File: config.mk
export PLATFORM = sky130hd
export DESIGN_NAME = boot_select_ctrl
export DESIGN_NICKNAME = d
export VERILOG_FILES = /design/src/rtl/boot_select_ctrl.sv
export SDC_FILE = /design/constraint.sdc
export NUM_CORES = 1
export LEC_CHECK = 0
export CORE_ASPECT_RATIO = 1.5
export CORE_MARGIN = 5
export CORE_UTILIZATION = 39
export DETAILED_ROUTE_END_ITERATION = 10
export SYNTH_ARGS = -nofsm -noshare
export SYNTH_HDL_FRONTEND = slang
export SYNTH_SLANG_ARGS = --single-unit
File: constraint.sdc
create_clock -name clk -period 2 [get_ports clk]
set_input_delay 0.6 -clock clk [delete_from_list [all_inputs] [get_ports clk]]
set_output_delay 0.6 -clock clk [all_outputs]
set_load 0.03 [all_outputs]
File: src/rtl/boot_select_ctrl.sv
// Boot-source selector for the badge bootloader: debounces buttons, latches a flash source,
// pulses the flash-mux clock on a change and finally drops PROGRAMN to reload the FPGA.
module boot_select_ctrl #(
  parameter int NUM_BTN        = 8,
  parameter int NUM_SRC        = 2,
  parameter int TICK_DIV       = 256,
  parameter int DEBOUNCE_TICKS = 4,
  parameter int PULSE_START    = 31,
  parameter int PULSE_END      = 127,
  parameter int SWITCH_TICKS   = 1,
  parameter int STAY_BTN       = 2,
  parameter int HOLD_BTN       = 2,
  parameter int TIMEOUT_TICKS  = 0,
  localparam int SRC_W         = (NUM_SRC > 2) ? $clog2(NUM_SRC) : 1
) (
  input  logic               clk,
  input  logic               reset,
  input  logic [NUM_BTN-1:0] btn,
  input  logic               usb_vdet,
  input  logic               boot_req,
  output logic [SRC_W-1:0]   fsel_d,
  output logic               fsel_c,
  output logic               programn,
  output logic [2:0]         state,
  output logic [1:0]         boot_cause
);

  localparam int PS_W   = (TICK_DIV > 2) ? $clog2(TICK_DIV) : 1;
  localparam int PH_MAX = (DEBOUNCE_TICKS > SWITCH_TICKS) ? DEBOUNCE_TICKS : SWITCH_TICKS;
  localparam int PH_W   = $clog2(PH_MAX + 1);
  localparam int DB_W   = $clog2(DEBOUNCE_TICKS + 1);
  localparam int TO_W   = (TIMEOUT_TICKS > 0) ? $clog2(TIMEOUT_TICKS + 1) : 1;

  localparam logic [PS_W-1:0] PS_LAST   = PS_W'(TICK_DIV - 1);
  localparam logic [PS_W-1:0] PS_ONE    = PS_W'(1);
  localparam logic [PS_W-1:0] P_START   = PS_W'(PULSE_START);
  localparam logic [PS_W-1:0] P_END     = PS_W'(PULSE_END);
  localparam logic [PH_W-1:0] PH_ONE    = PH_W'(1);
  localparam logic [PH_W-1:0] INIT_LAST = PH_W'(DEBOUNCE_TICKS);
  localparam logic [PH_W-1:0] SW_LAST   = PH_W'(SWITCH_TICKS - 1);
  localparam logic [DB_W-1:0] DB_ONE    = DB_W'(1);
  localparam logic [DB_W-1:0] DB_NEED   = DB_W'(DEBOUNCE_TICKS);
  localparam logic [TO_W-1:0] TO_ONE    = TO_W'(1);
  localparam logic [TO_W-1:0] TO_LIMIT  = TO_W'(TIMEOUT_TICKS);
  localparam bit              TO_EN     = (TIMEOUT_TICKS != 0);

  localparam logic [1:0] CAUSE_NO_VBUS = 2'd0;
  localparam logic [1:0] CAUSE_NO_STAY = 2'd1;
  localparam logic [1:0] CAUSE_REQ     = 2'd2;
  localparam logic [1:0] CAUSE_TIMEOUT = 2'd3;

  typedef enum logic [2:0] {
    ST_INIT      = 3'd0,
    ST_SAMPLE    = 3'd1,
    ST_SWITCH    = 3'd2,
    ST_WAIT_BOOT = 3'd3,
    ST_DOBOOT    = 3'd4
  } state_t;

  logic [PS_W-1:0]    pre_cnt_r;
  logic [PS_W-1:0]    pre_nxt_s;
  logic               tick_s;
  logic [NUM_BTN-1:0] btn_meta_r;
  logic [NUM_BTN-1:0] btn_sync_r;
  logic               usb_meta_r;
  logic               usb_sync_r;
  logic [NUM_BTN-1:0] db_cand_r;
  logic [NUM_BTN-1:0] btn_db_r;
  logic [NUM_BTN-1:0] db_accept_s;
  logic [DB_W-1:0]    db_cnt_r     [NUM_BTN];
  logic [DB_W-1:0]    db_cnt_nxt_s [NUM_BTN];
  state_t             state_r;
  logic [PH_W-1:0]    ph_r;
  logic [TO_W-1:0]    to_cnt_r;
  logic [TO_W-1:0]    to_inc_s;
  logic [SRC_W-1:0]   src_s;
  logic [SRC_W-1:0]   fsel_d_r;
  logic               fsel_c_r;
  logic               programn_r;
  logic               stay_r;
  logic               boot_seen_r;
  logic [1:0]         cause_r;
  logic               hold_s;
  logic               window_s;
  logic               pulse_s;

  // Prescaler next value and tick strobe
  always_comb begin
    tick_s = (pre_cnt_r == PS_LAST);
    if (tick_s) begin
      pre_nxt_s = '0;
    end else begin
      pre_nxt_s = pre_cnt_r + PS_ONE;
    end
  end

  // Prescaler and two-flop synchronisers for the asynchronous pins
  always_ff @(posedge clk) begin
    if (reset) begin
      pre_cnt_r  <= '0;
      btn_meta_r <= '1;
      btn_sync_r <= '1;
      usb_meta_r <= 1'b0;
      usb_sync_r <= 1'b0;
    end else begin
      pre_cnt_r  <= pre_nxt_s;
      btn_meta_r <= btn;
      btn_sync_r <= btn_meta_r;
      usb_meta_r <= usb_vdet;
      usb_sync_r <= usb_meta_r;
    end
  end

  // Per-button run length of identical tick samples, saturating at the acceptance count
  always_comb begin
    db_accept_s = '0;
    for (int i = 0; i < NUM_BTN; i++) begin
      db_cnt_nxt_s[i] = db_cnt_r[i];
      if (btn_sync_r[i] != db_cand_r[i]) begin
        db_cnt_nxt_s[i] = DB_ONE;
      end else if (db_cnt_r[i] != DB_NEED) begin
        db_cnt_nxt_s[i] = db_cnt_r[i] + DB_ONE;
      end else begin
        db_cnt_nxt_s[i] = db_cnt_r[i];
      end
      db_accept_s[i] = (db_cnt_nxt_s[i] == DB_NEED);
    end
  end

  // Debounce registers; levels stay active-low like the pins
  always_ff @(posedge clk) begin
    if (reset) begin
      db_cand_r <= '1;
      btn_db_r  <= '1;
      for (int i = 0; i < NUM_BTN; i++) begin
        db_cnt_r[i] <= '0;
      end
    end else if (tick_s) begin
      db_cand_r <= btn_sync_r;
      for (int i = 0; i < NUM_BTN; i++) begin
        db_cnt_r[i] <= db_cnt_nxt_s[i];
        btn_db_r[i] <= db_accept_s[i] ? btn_sync_r[i] : btn_db_r[i];
      end
    end
  end

  // Source choice, hold request and saturating timeout increment
  always_comb begin
    src_s = '0;
    for (int i = NUM_SRC - 1; i >= 1; i--) begin
      src_s = !btn_db_r[i] ? SRC_W'(i) : src_s;
    end
    hold_s = !btn_db_r[HOLD_BTN];
    if (TO_EN && (to_cnt_r != TO_LIMIT)) begin
      to_inc_s = to_cnt_r + TO_ONE;
    end else begin
      to_inc_s = to_cnt_r;
    end
  end

  // Mux-clock pulse, looked up one cycle early so the registered output lines up with the count
  always_comb begin
    window_s = (pre_nxt_s >= P_START) && (pre_nxt_s < P_END);
    pulse_s  = 1'b0;
    if ((state_r == ST_SWITCH) && (ph_r == '0) && !tick_s) begin
      pulse_s = window_s;
    end else if ((state_r == ST_SAMPLE) && tick_s && (src_s != '0)) begin
      pulse_s = window_s;
    end else begin
      pulse_s = 1'b0;
    end
  end

  // Boot-sequencing FSM with registered outputs
  always_ff @(posedge clk) begin
    if (reset) begin
      state_r     <= ST_INIT;
      ph_r        <= '0;
      to_cnt_r    <= '0;
      fsel_d_r    <= '0;
      fsel_c_r    <= 1'b0;
      programn_r  <= 1'b1;
      stay_r      <= 1'b0;
      boot_seen_r <= 1'b0;
      cause_r     <= CAUSE_NO_VBUS;
    end else begin
      fsel_c_r <= pulse_s;
      if (boot_req) begin
        boot_seen_r <= 1'b1;
      end
      if (tick_s) begin
        case (state_r)
          ST_INIT: begin
            if (ph_r == INIT_LAST) begin
              ph_r    <= '0;
              state_r <= ST_SAMPLE;
            end else begin
              ph_r <= ph_r + PH_ONE;
            end
          end
          ST_SAMPLE: begin
            fsel_d_r <= src_s;
            stay_r   <= !btn_db_r[STAY_BTN];
            ph_r     <= '0;
            state_r  <= (src_s != '0) ? ST_SWITCH : ST_WAIT_BOOT;
          end
          ST_SWITCH: begin
            if (ph_r == SW_LAST) begin
              ph_r    <= '0;
              state_r <= ST_WAIT_BOOT;
            end else begin
              ph_r <= ph_r + PH_ONE;
            end
          end
          ST_WAIT_BOOT: begin
            // A held button freezes both the decision and the timeout count
            if (!hold_s) begin
              to_cnt_r <= to_inc_s;
              if (!usb_sync_r) begin
                cause_r <= CAUSE_NO_VBUS;
                state_r <= ST_DOBOOT;
              end else if (!stay_r) begin
                cause_r <= CAUSE_NO_STAY;
                state_r <= ST_DOBOOT;
              end else if (boot_seen_r) begin
                cause_r <= CAUSE_REQ;
                state_r <= ST_DOBOOT;
              end else if (TO_EN && (to_inc_s == TO_LIMIT)) begin
                cause_r <= CAUSE_TIMEOUT;
                state_r <= ST_DOBOOT;
              end
            end
          end
          ST_DOBOOT: begin
            programn_r <= 1'b0;
          end
          default: begin
            state_r <= ST_INIT;
          end
        endcase
      end
    end
  end

  assign fsel_d     = fsel_d_r;
  assign fsel_c     = fsel_c_r;
  assign programn   = programn_r;
  assign state      = state_r;
  assign boot_cause = cause_r;

endmodule
### Word-level counts from Yosys, hierarchy flattened

Memory sizes are Yosys's and may differ from the RTL's.
Cells that the tools add are included.

* add/sub/neg operators: 10
* multiply operators: 0
* div/mod/pow operators: 0
* order comparisons: 2
* equality and inequality tests: 29
* shift-type cells: 0
* multiplexer cells: 47
* bitwise logic cells: 9
* reductions and logical operators: 17

Operator list (count)
* 3-bit two-way mux: 32
* 3-bit by 1-bit adder with 3-bit output (second input constant): 9
* 3-bit inequality test (second input constant): 8
* 3-bit case mux with 5 select lines: 1
* 3-bit equality test (second input constant): 4
* 2-bit AND reduction: 5
* 1-bit two-way mux: 9
* 3-bit case mux with 3 select lines: 1
* 8-bit by 1-bit adder with 8-bit output (second input constant): 1
* 8-bit equality test (second input constant): 1
* 8-bit by 5-bit greater-or-equal comparator with 1-bit output (second input constant): 1
* 8-bit by 7-bit < comparator with 1-bit output (second input constant): 1
* 8-bit two-way mux: 1
* 1-bit inequality test: 8
* 1-bit bitwise OR: 8
* 3-bit by 2-bit equality test with 1-bit output (second input constant): 2
* 3-bit logical NOT: 2
* 2-bit two-way mux: 3
* 6-bit AND reduction: 1
* 1-bit logical AND: 5
* 2-bit inequality test (second input constant): 2
* 4-bit inequality test (second input constant): 1
* 4-bit AND reduction: 1
* 3-bit by 1-bit equality test with 1-bit output (second input constant): 1
* 5 further kinds: 6

* register bits: 49
* latch bits: 0
* memory bits (writable): 24
* memory bits (read-only): 0
* bits of input ports: 12
* logic and storage cells: 131
* memories: 1

Memory list
* db_cnt_r: words 8, width 3, read ports 8, clocked after Yosys merged registers in 0, write ports 8, RTL line 70 `logic [DB_W-1:0] db_cnt_r [NUM_BTN];`

### Longest topological paths before layout

Gate-level depths: netlist of run 1.

* depth after elaboration: 6
* mapped depth: 7

### Worst setup path after synthesis of run 1

No wires, ideal clock.

* kind: reg2reg
* start: register pre_cnt_r[0]
* end: memory db_cnt_r[0][3] (netlist bit), enable pin
* setup time: 0.330 ns
* arrival time: 1.310 ns
* setup slack: 0.361 ns
* stages on the path, launching flop included: 7
* path buffers: 2
* period minus slack after synthesis: 1.639 ns
* cell sequence: dfxtp_1 -> ha_1 -> and3_1 -> buf_6 -> nand2_4 -> buf_6 -> nand2_1

RTL lines
* start: declaration: RTL line 60 `logic [PS_W-1:0] pre_cnt_r;`
* start signal: assignment: RTL line 106 `pre_cnt_r <= pre_nxt_s;`
* end: declaration: RTL line 70

### Final worst setup path of run 1

* start: register programn_r, in the netlist programn
* end: output programn

RTL lines
* start: declaration: RTL line 79 `logic programn_r;`
* start signal: assignment: RTL line 182 `programn_r <= 1'b1;`
* start signal: assignment: RTL line 235 `programn_r <= 1'b0;`
* end: declaration: RTL line 23 `output logic programn,`

No word-level cell between the ends.

==> metrics.txt, run 1 <==
Tightest Hold Check Type=flop to flop; WL per Instance=~12 um; GPL Wtd Cong=between 0.8 and 0.9; Flop pwr share=0.519; fmax=approximately 0.52 GHz; post-synth net total=between 200 and 250; die width=about 68 um; Post-synth EDFFs=6; Netlist cell types=52; multi-input logic area=just over 1000 um^2; FF+latch area=approximately 800 um^2; cell row count=31; # fillers=~470; CTS Hold Bufs=0; CTS tree=yes; critical path arrival=between 1 and 1.5 ns; first-pass GRT wire length=~6.4 mm; Final setup viols=0; clk root buf=clkbuf_8; Power Density=between 600 and 700 nW/um^2; Gate power share=0.054; H-tree levels=2; Area Growth Syn to Fin=17.5%; Area contributors post-synth=dfxtp_1, edfxtp_1, ha_1, nor2_1, o21ai_0; vias in the first global route=around 1,400; max-cap check violation count=0; WL final=around 3.6 mm; hpwl dp=between 2 and 3 mm; Final Max Tran Viols=0; delay of the slowest cell on the worst path=between 0.6 and 0.7 ns; Post-CTS Setup Inserts=0; Post-Syn Instances=~200; Core Region=between 4000 and 5000 um^2; hold_sp=btn_meta_r[2]; status=complete, no violations; post-synth top area share=0.320; Final period util=0.956; Worst-path clk slew=around 0.080 ns; post-route ant nets=0; Max Root-Sink Buffers=2; post-synthesis sequential area ratio=0.412; CP Max Fanout=2; Via Count=1,478; GRT Util Overall=0.130; Synth Area per Inst=9.47 um^2; share of post-route cells with drive strength above 1=0.167; Primary FF master, synth=dfxtp_1; Final Hold Viols=0; Core Util, Final=0.471; cell-internal power=~1200 uW; drt first-iter violations=59; async set-reset flop share out of synthesis=0; NetSw=330 uW; Post-Syn Area=1940 um^2; number of buffers added on ports=13; Top delay family on crit path=buffers and inverters; I/O Pins=20; switching share of power=0.218; worst path buffer plus inverter count=1; DRC Markers=0; Initial Utilization=0.401; Critical Path Start Type=flop; Syn. warnings=0; grt ovf=0; Sum Neg Setup Slack=0 ns; Required @ worst endpoint=between 1 and 1.5 ns; Final Critical Period=between 1.5 and 2 ns; clk_skew=0.00914 ns; P_leak=between 0.0008 and 0.0009 uW; Setup CP Type=flop to output pin; FF+latch count, synth=37; fin nets=between 200 and 250; CTS buffer count=5; CP endpoint kind=output pin; die area=roughly 6500 um^2; worst path cell trace=clkdlybuf4s50_1; ant diodes=0; Peak VDD IR=about 550 uV; critical path launch point=programn; worst slew pin tran=between 0.4 and 0.5 ns; largest net degree at the start of global routing=20; antenna violations before repair=0; highest-delay cell along the critical path=clkdlybuf4s50_1; RSZ-0062 raised after global routing=no; reg-to-reg startpoint=pre_cnt_r[1]; Die H=~96 um; clk sinks=37; Via-to-Cell Ratio=5.04; Worst-Skew Late Latency=about 0.3 ns; DRT Pass-1 Iters=4; Slew Limit Headroom=0.677; clock power share=0.427; cell taking the most area after synthesis=dfxtp_1
cell type report:
type	count	area share
clock buffer	5	0.0302
tap	66	0.0362
sequential	37	0.351
inverter	11	0.0181
multi-input combinational	148	0.455
timing repair buffer	23	0.0894
clock inverter	3	0.0203
metrics by stage:
step / hold WS (ns) / power (uW) / setup WS [ns] / instances / instance area [um^2]
floorplan: 0.389 / 852 / 0.361 / 205 / 1940
global placement: 0.395 / 883 / 0.167 / 285 / 2170
detailed placement: 0.396 / 885 / 0.150 / 285 / 2170
CTS: 0.419 / 1530 / 0.0697 / 293 / 2280
global route: 0.435 / 1580 / 0.0353 / 293 / 2280
finish: 0.415 / 1510 / 0.0887 / 293 / 2280
layer usage:
| layer | vias to the layer above | track usage | share of wire |
|---|---|---|---|
| li1 | 775 | - | - |
| met2 | 17 | 0.217 | 0.49 |
| met3 | 7 | 0.0313 | 0.026 |
| met1 | 679 | 0.155 | 0.46 |
| met5 | - | 0 | 0 |
| met4 | 0 | 0.0609 | 0.021 |
cell families after synthesis:
logic type                 after synthesis  share of synthesized area
muxes                                    4                     0.0213
xor gates and xnor gates                10                     0.0451
DFF                                     37                      0.412
AOI/OAI and AO/OA                       39                      0.158
adders and majority gates                8                     0.0515
and+or+nand+nor                         87                      0.259
buffers and inverters                   20                     0.0528
cell usage in the layout (no fill, tap or decap), types with 2 or more instances in the layout:
| cell type | instances |
|---|---|
| a2111oi_4 | 2 |
| a211oi_1 | 3 |
| a21oi_1 | 7 |
| a31oi_1 | 2 |
| and3_1 | 3 |
| and3_2 | 2 |
| and4_2 | 2 |
| buf_4 | 10 |
| clkbuf_8 | 5 |
| clkdlybuf4s50_1 | 12 |
| dfxtp_1 | 31 |
| edfxtp_1 | 6 |
| ha_1 | 8 |
| inv_1 | 11 |
| mux2i_1 | 3 |
| nand2_1 | 14 |
| nand2b_1 | 3 |
| nand3_1 | 7 |
| nand3b_1 | 4 |
| nand4_1 | 4 |
| nor2_1 | 22 |
| nor2b_1 | 5 |
| nor3_1 | 2 |
| nor3b_1 | 2 |
| nor4_1 | 3 |
| nor4b_1 | 2 |
| o211ai_1 | 2 |
| o21ai_0 | 12 |
| or2_2 | 4 |
| xnor2_1 | 4 |
| xor2_1 | 6 |
cell usage after synthesis (5+ instances only):
library cell  number
o21ai_0           12
xor2_1             6
edfxtp_1           6
ha_1               8
inv_1             11
nand2_1           14
nor2b_1            5
dfxtp_1           31
nor2_1            22
a21oi_1            7
nand3_1            7
power groups by stage:
| stage | combinational, uW | sequential [uW] | clock [uW] |
|---|---|---|---|
| final | 81.0 | 785 | 647 |
| after global routing | 93.0 | 788 | 697 |
| after CTS | 82.8 | 785 | 666 |
| after detailed placement | 82.3 | 802 | 0 |
| after global placement | 80.8 | 802 | 0 |
| after floorplan | 52.4 | 800 | 0 |
sequential cells by signal, indices dropped and copies added, names as in the netlist:
name / count
btn_meta_r: 2
ph_r: 3
fsel_c: 1
db_cnt_r: 6
btn_db_r: 2
usb_sync_r: 1
programn: 1
state: 3
btn_sync_r: 2
db_cand_r: 2
boot_cause: 2
stay_r: 1
fsel_d: 1
usb_meta_r: 1
boot_seen_r: 1
pre_cnt_r: 8
what timing repair did:
action,4_1_cts,5_1_grt
setup endpoints to repair,1,0
hold endpoints to repair,0,0
resized for setup,1,0
worst paths after layout:
path | end | slack [ns] | cells past startpoint
min | btn_sync_r[2] | 0.42 | 1
min reg2reg | btn_sync_r[2] | 0.42 | 1
max reg2reg | pre_cnt_r[3] | 0.27 | 6
max | programn | 0.09 | 1
Note: power is estimated with default switching activity, not from simulation.
==> run 2, diff against run 1 <==
==> constraint.sdc (replaced) <==
create_clock -name clk -period 2 [get_ports clk]
set_input_delay 0.6 -clock clk [delete_from_list [all_inputs] [get_ports clk]]
set_output_delay 0.6 -clock clk [all_outputs]
set_load 0.005 [all_outputs]
==> run 2 against run 1 <==
Design area fell by 0.22%. Die area unchanged. Clock power rose by 1%. Combinational power about the same. Sequential power barely moved. Core utilization decreased by 0.10 points. Cell count down 0.34%. Via count is 0.88% higher. First-iteration DRC count down 61%. Critical path type unchanged. Highest routed layer unchanged.
==> metrics.txt, run 2 (synthesis results as in run 1) <==
Sum Neg Setup Slack=0 ns (unchanged); Worst-Skew Late Latency=0.30 ns (about the same); post-route ant nets=0 (unchanged); critical path arrival=1.31 ns (about the same); FF+latch area=802 um^2 (was 801 um^2); DRC Markers=0 (unchanged); Final Max Tran Viols=0 (unchanged); largest net degree at the start of global routing=20 (unchanged); Peak VDD IR=518 uV (was 555 uV); GPL Wtd Cong=0.797 (was 0.801); Core Region=4850 um^2 (unchanged); multi-input logic area=1040 um^2 (unchanged); ant diodes=0 (unchanged); most frequent cells in the layout=dfxtp_1, nor2_1, nand2_1 (unchanged); RSZ-0062 raised after global routing=no (unchanged); worst path cell trace=clkdlybuf4s50_1 (unchanged); total power=1520 uW (was 1510 uW); Tightest Hold Check Type=flop to flop (unchanged); fin nets=245 (was 246); die area=6520 um^2 (unchanged); Initial Utilization=0.401 (unchanged); worst slew pin tran=0.506 ns (was 0.479 ns); max-cap check violation count=0 (unchanged); CTS Hold Bufs=0 (unchanged); met2 wire len=1.79 mm (was 1.77 mm); Die H=96.4 um (unchanged); Largest Register=pre_cnt_r (unchanged); delay of the slowest cell on the worst path=0.56 ns (was 0.68 ns); WL final=3.61 mm (was 3.60 mm); max reg flops=8 (unchanged); Worst-path clk slew=0.08 ns (about the same); worst path buffer plus inverter count=1 (unchanged); # fillers=497 (was 472); largest registers=pre_cnt_r (8), db_cnt_r (6) (unchanged); die width=67.6 um (unchanged); highest-delay cell along the critical path=clkdlybuf4s50_1 (unchanged); WL per Instance=12.4 um (was 12.3 um); met3 WL=112 um (was 94 um); first-pass GRT wire length=6.48 mm (was 6.40 mm); fmax=0.523 GHz (about the same); number of buffers added on ports=13 (unchanged); most common cell after layout, fill and taps aside=dfxtp_1 (unchanged); grt ovf=0 (unchanged); Highest Signal Layer=met4 (unchanged); Setup CP Type=flop to output pin (unchanged); clk_skew=0.00933 ns (was 0.00914 ns); Max Root-Sink Buffers=2 (unchanged); I/O Pins=20 (unchanged); Via-to-Cell Ratio=5.11 (was 5.04); Required @ worst endpoint=1.40 ns (about the same); Final Hold Viols=0 (unchanged); drt first-iter violations=23 (was 59); Top delay family on crit path=buffers and inverters (unchanged); Via Count=1,491 (was 1,478); Slew Limit Headroom=0.658 (was 0.677); P_leak=0.000805 uW (was 0.000814 uW); H-tree levels=2 (unchanged); CTS buffer count=5 (unchanged); DRT Pass-1 Iters=4 (unchanged); clk sinks=37 (unchanged); CP endpoint kind=output pin (unchanged); Final setup viols=0 (unchanged); Hold WS=0.416 ns (was 0.415 ns); Final period util=0.956 (about the same); Area Growth Syn to Fin=17.3% (was 17.5%); Critical Path Start Type=flop (unchanged); hpwl dp=2.67 mm (was 2.70 mm); cell row count=31 (unchanged); Final Critical Period=1.91 ns (about the same); antenna violations before repair=0 (unchanged); CP Max Fanout=8 (was 2); CTS tree=yes (unchanged); share of post-route cells with drive strength above 1=0.168 (was 0.167); clk root buf=clkbuf_8 (unchanged); status=complete, no violations (unchanged); Core Util, Final=0.470 (was 0.471); vias in the first global route=1,438 (was 1,417); GRT Util Overall=0.131 (was 0.130); Power Density=667 nW/um^2 (was 663 nW/um^2); met1 WL=1.63 mm (was 1.66 mm)
[run 2: cell count changes in the layout (fill, tap and decap cells not counted)]
cell             change
buf_4                -1
dfxtp_2              +1
clkdlybuf4s50_1      +1
dfxtp_1              -1
dlygate4sd2_1        -1
[run 2: repair_timing]
| item | in CTS | in global routing |
|---|---|---|
| setup endpoints to repair | 0 | 1 |
| buffers inserted | 0 | 0 |
| gates resized for setup | 0 | 1 |
[run 2: final timing paths]
kind,startpoint,endpoint,slack [ns],cells after the start
worst min-delay path,btn_meta_r[1],btn_sync_r[1],0.42,1
worst min register to register,btn_meta_r[1],btn_sync_r[1],0.42,1
worst max register to register,db_cnt_r[0][6],btn_db_r[2],0.26,6
worst max-delay path,state[1],state[1],0.09,1
[run 2: area by class of cell]
class / instances / area share
clock buffer: 5 / 0.0302
clock inverter: 3 / 0.0203
inverter: 11 / 0.0181
multi-input combinational: 148 / 0.456
sequential: 37 / 0.352
tap: 66 / 0.0363
timing repair buffer: 22 / 0.0868
[run 2: worst reg2reg max path: stages (launching register included)]
cell	delay, ns
edfxtp_1	0.41
inv_1	0.08
ha_1	0.23
nand2_1	0.10
mux2_2	0.37
a2111oi_4	0.29
mux2i_1	0.21
[run 2: report_power, final]
part / internal, uW / switching [uW] / total (uW)
clock network: 373 / 281 / 654
registers: 771 / 13.8 / 785
logic: 38.8 / 41.9 / 80.7
[run 2: routing by layer]
layer,global-route usage,vias to the layer above
li1,-,770
met1,0.157,703
met2,0.214,12
met3,0.0347,6
met4,0.0609,0
met5,0,-
[run 2: stage by stage]
stage,setup WS [ns],instances,cell area [um^2]
floorplan,0.361,205,1940
global placement,0.165,284,2160
detailed placement,0.142,284,2160
CTS,0.0673,292,2280
global route,0.0207,292,2280
finish,0.0878,292,2280
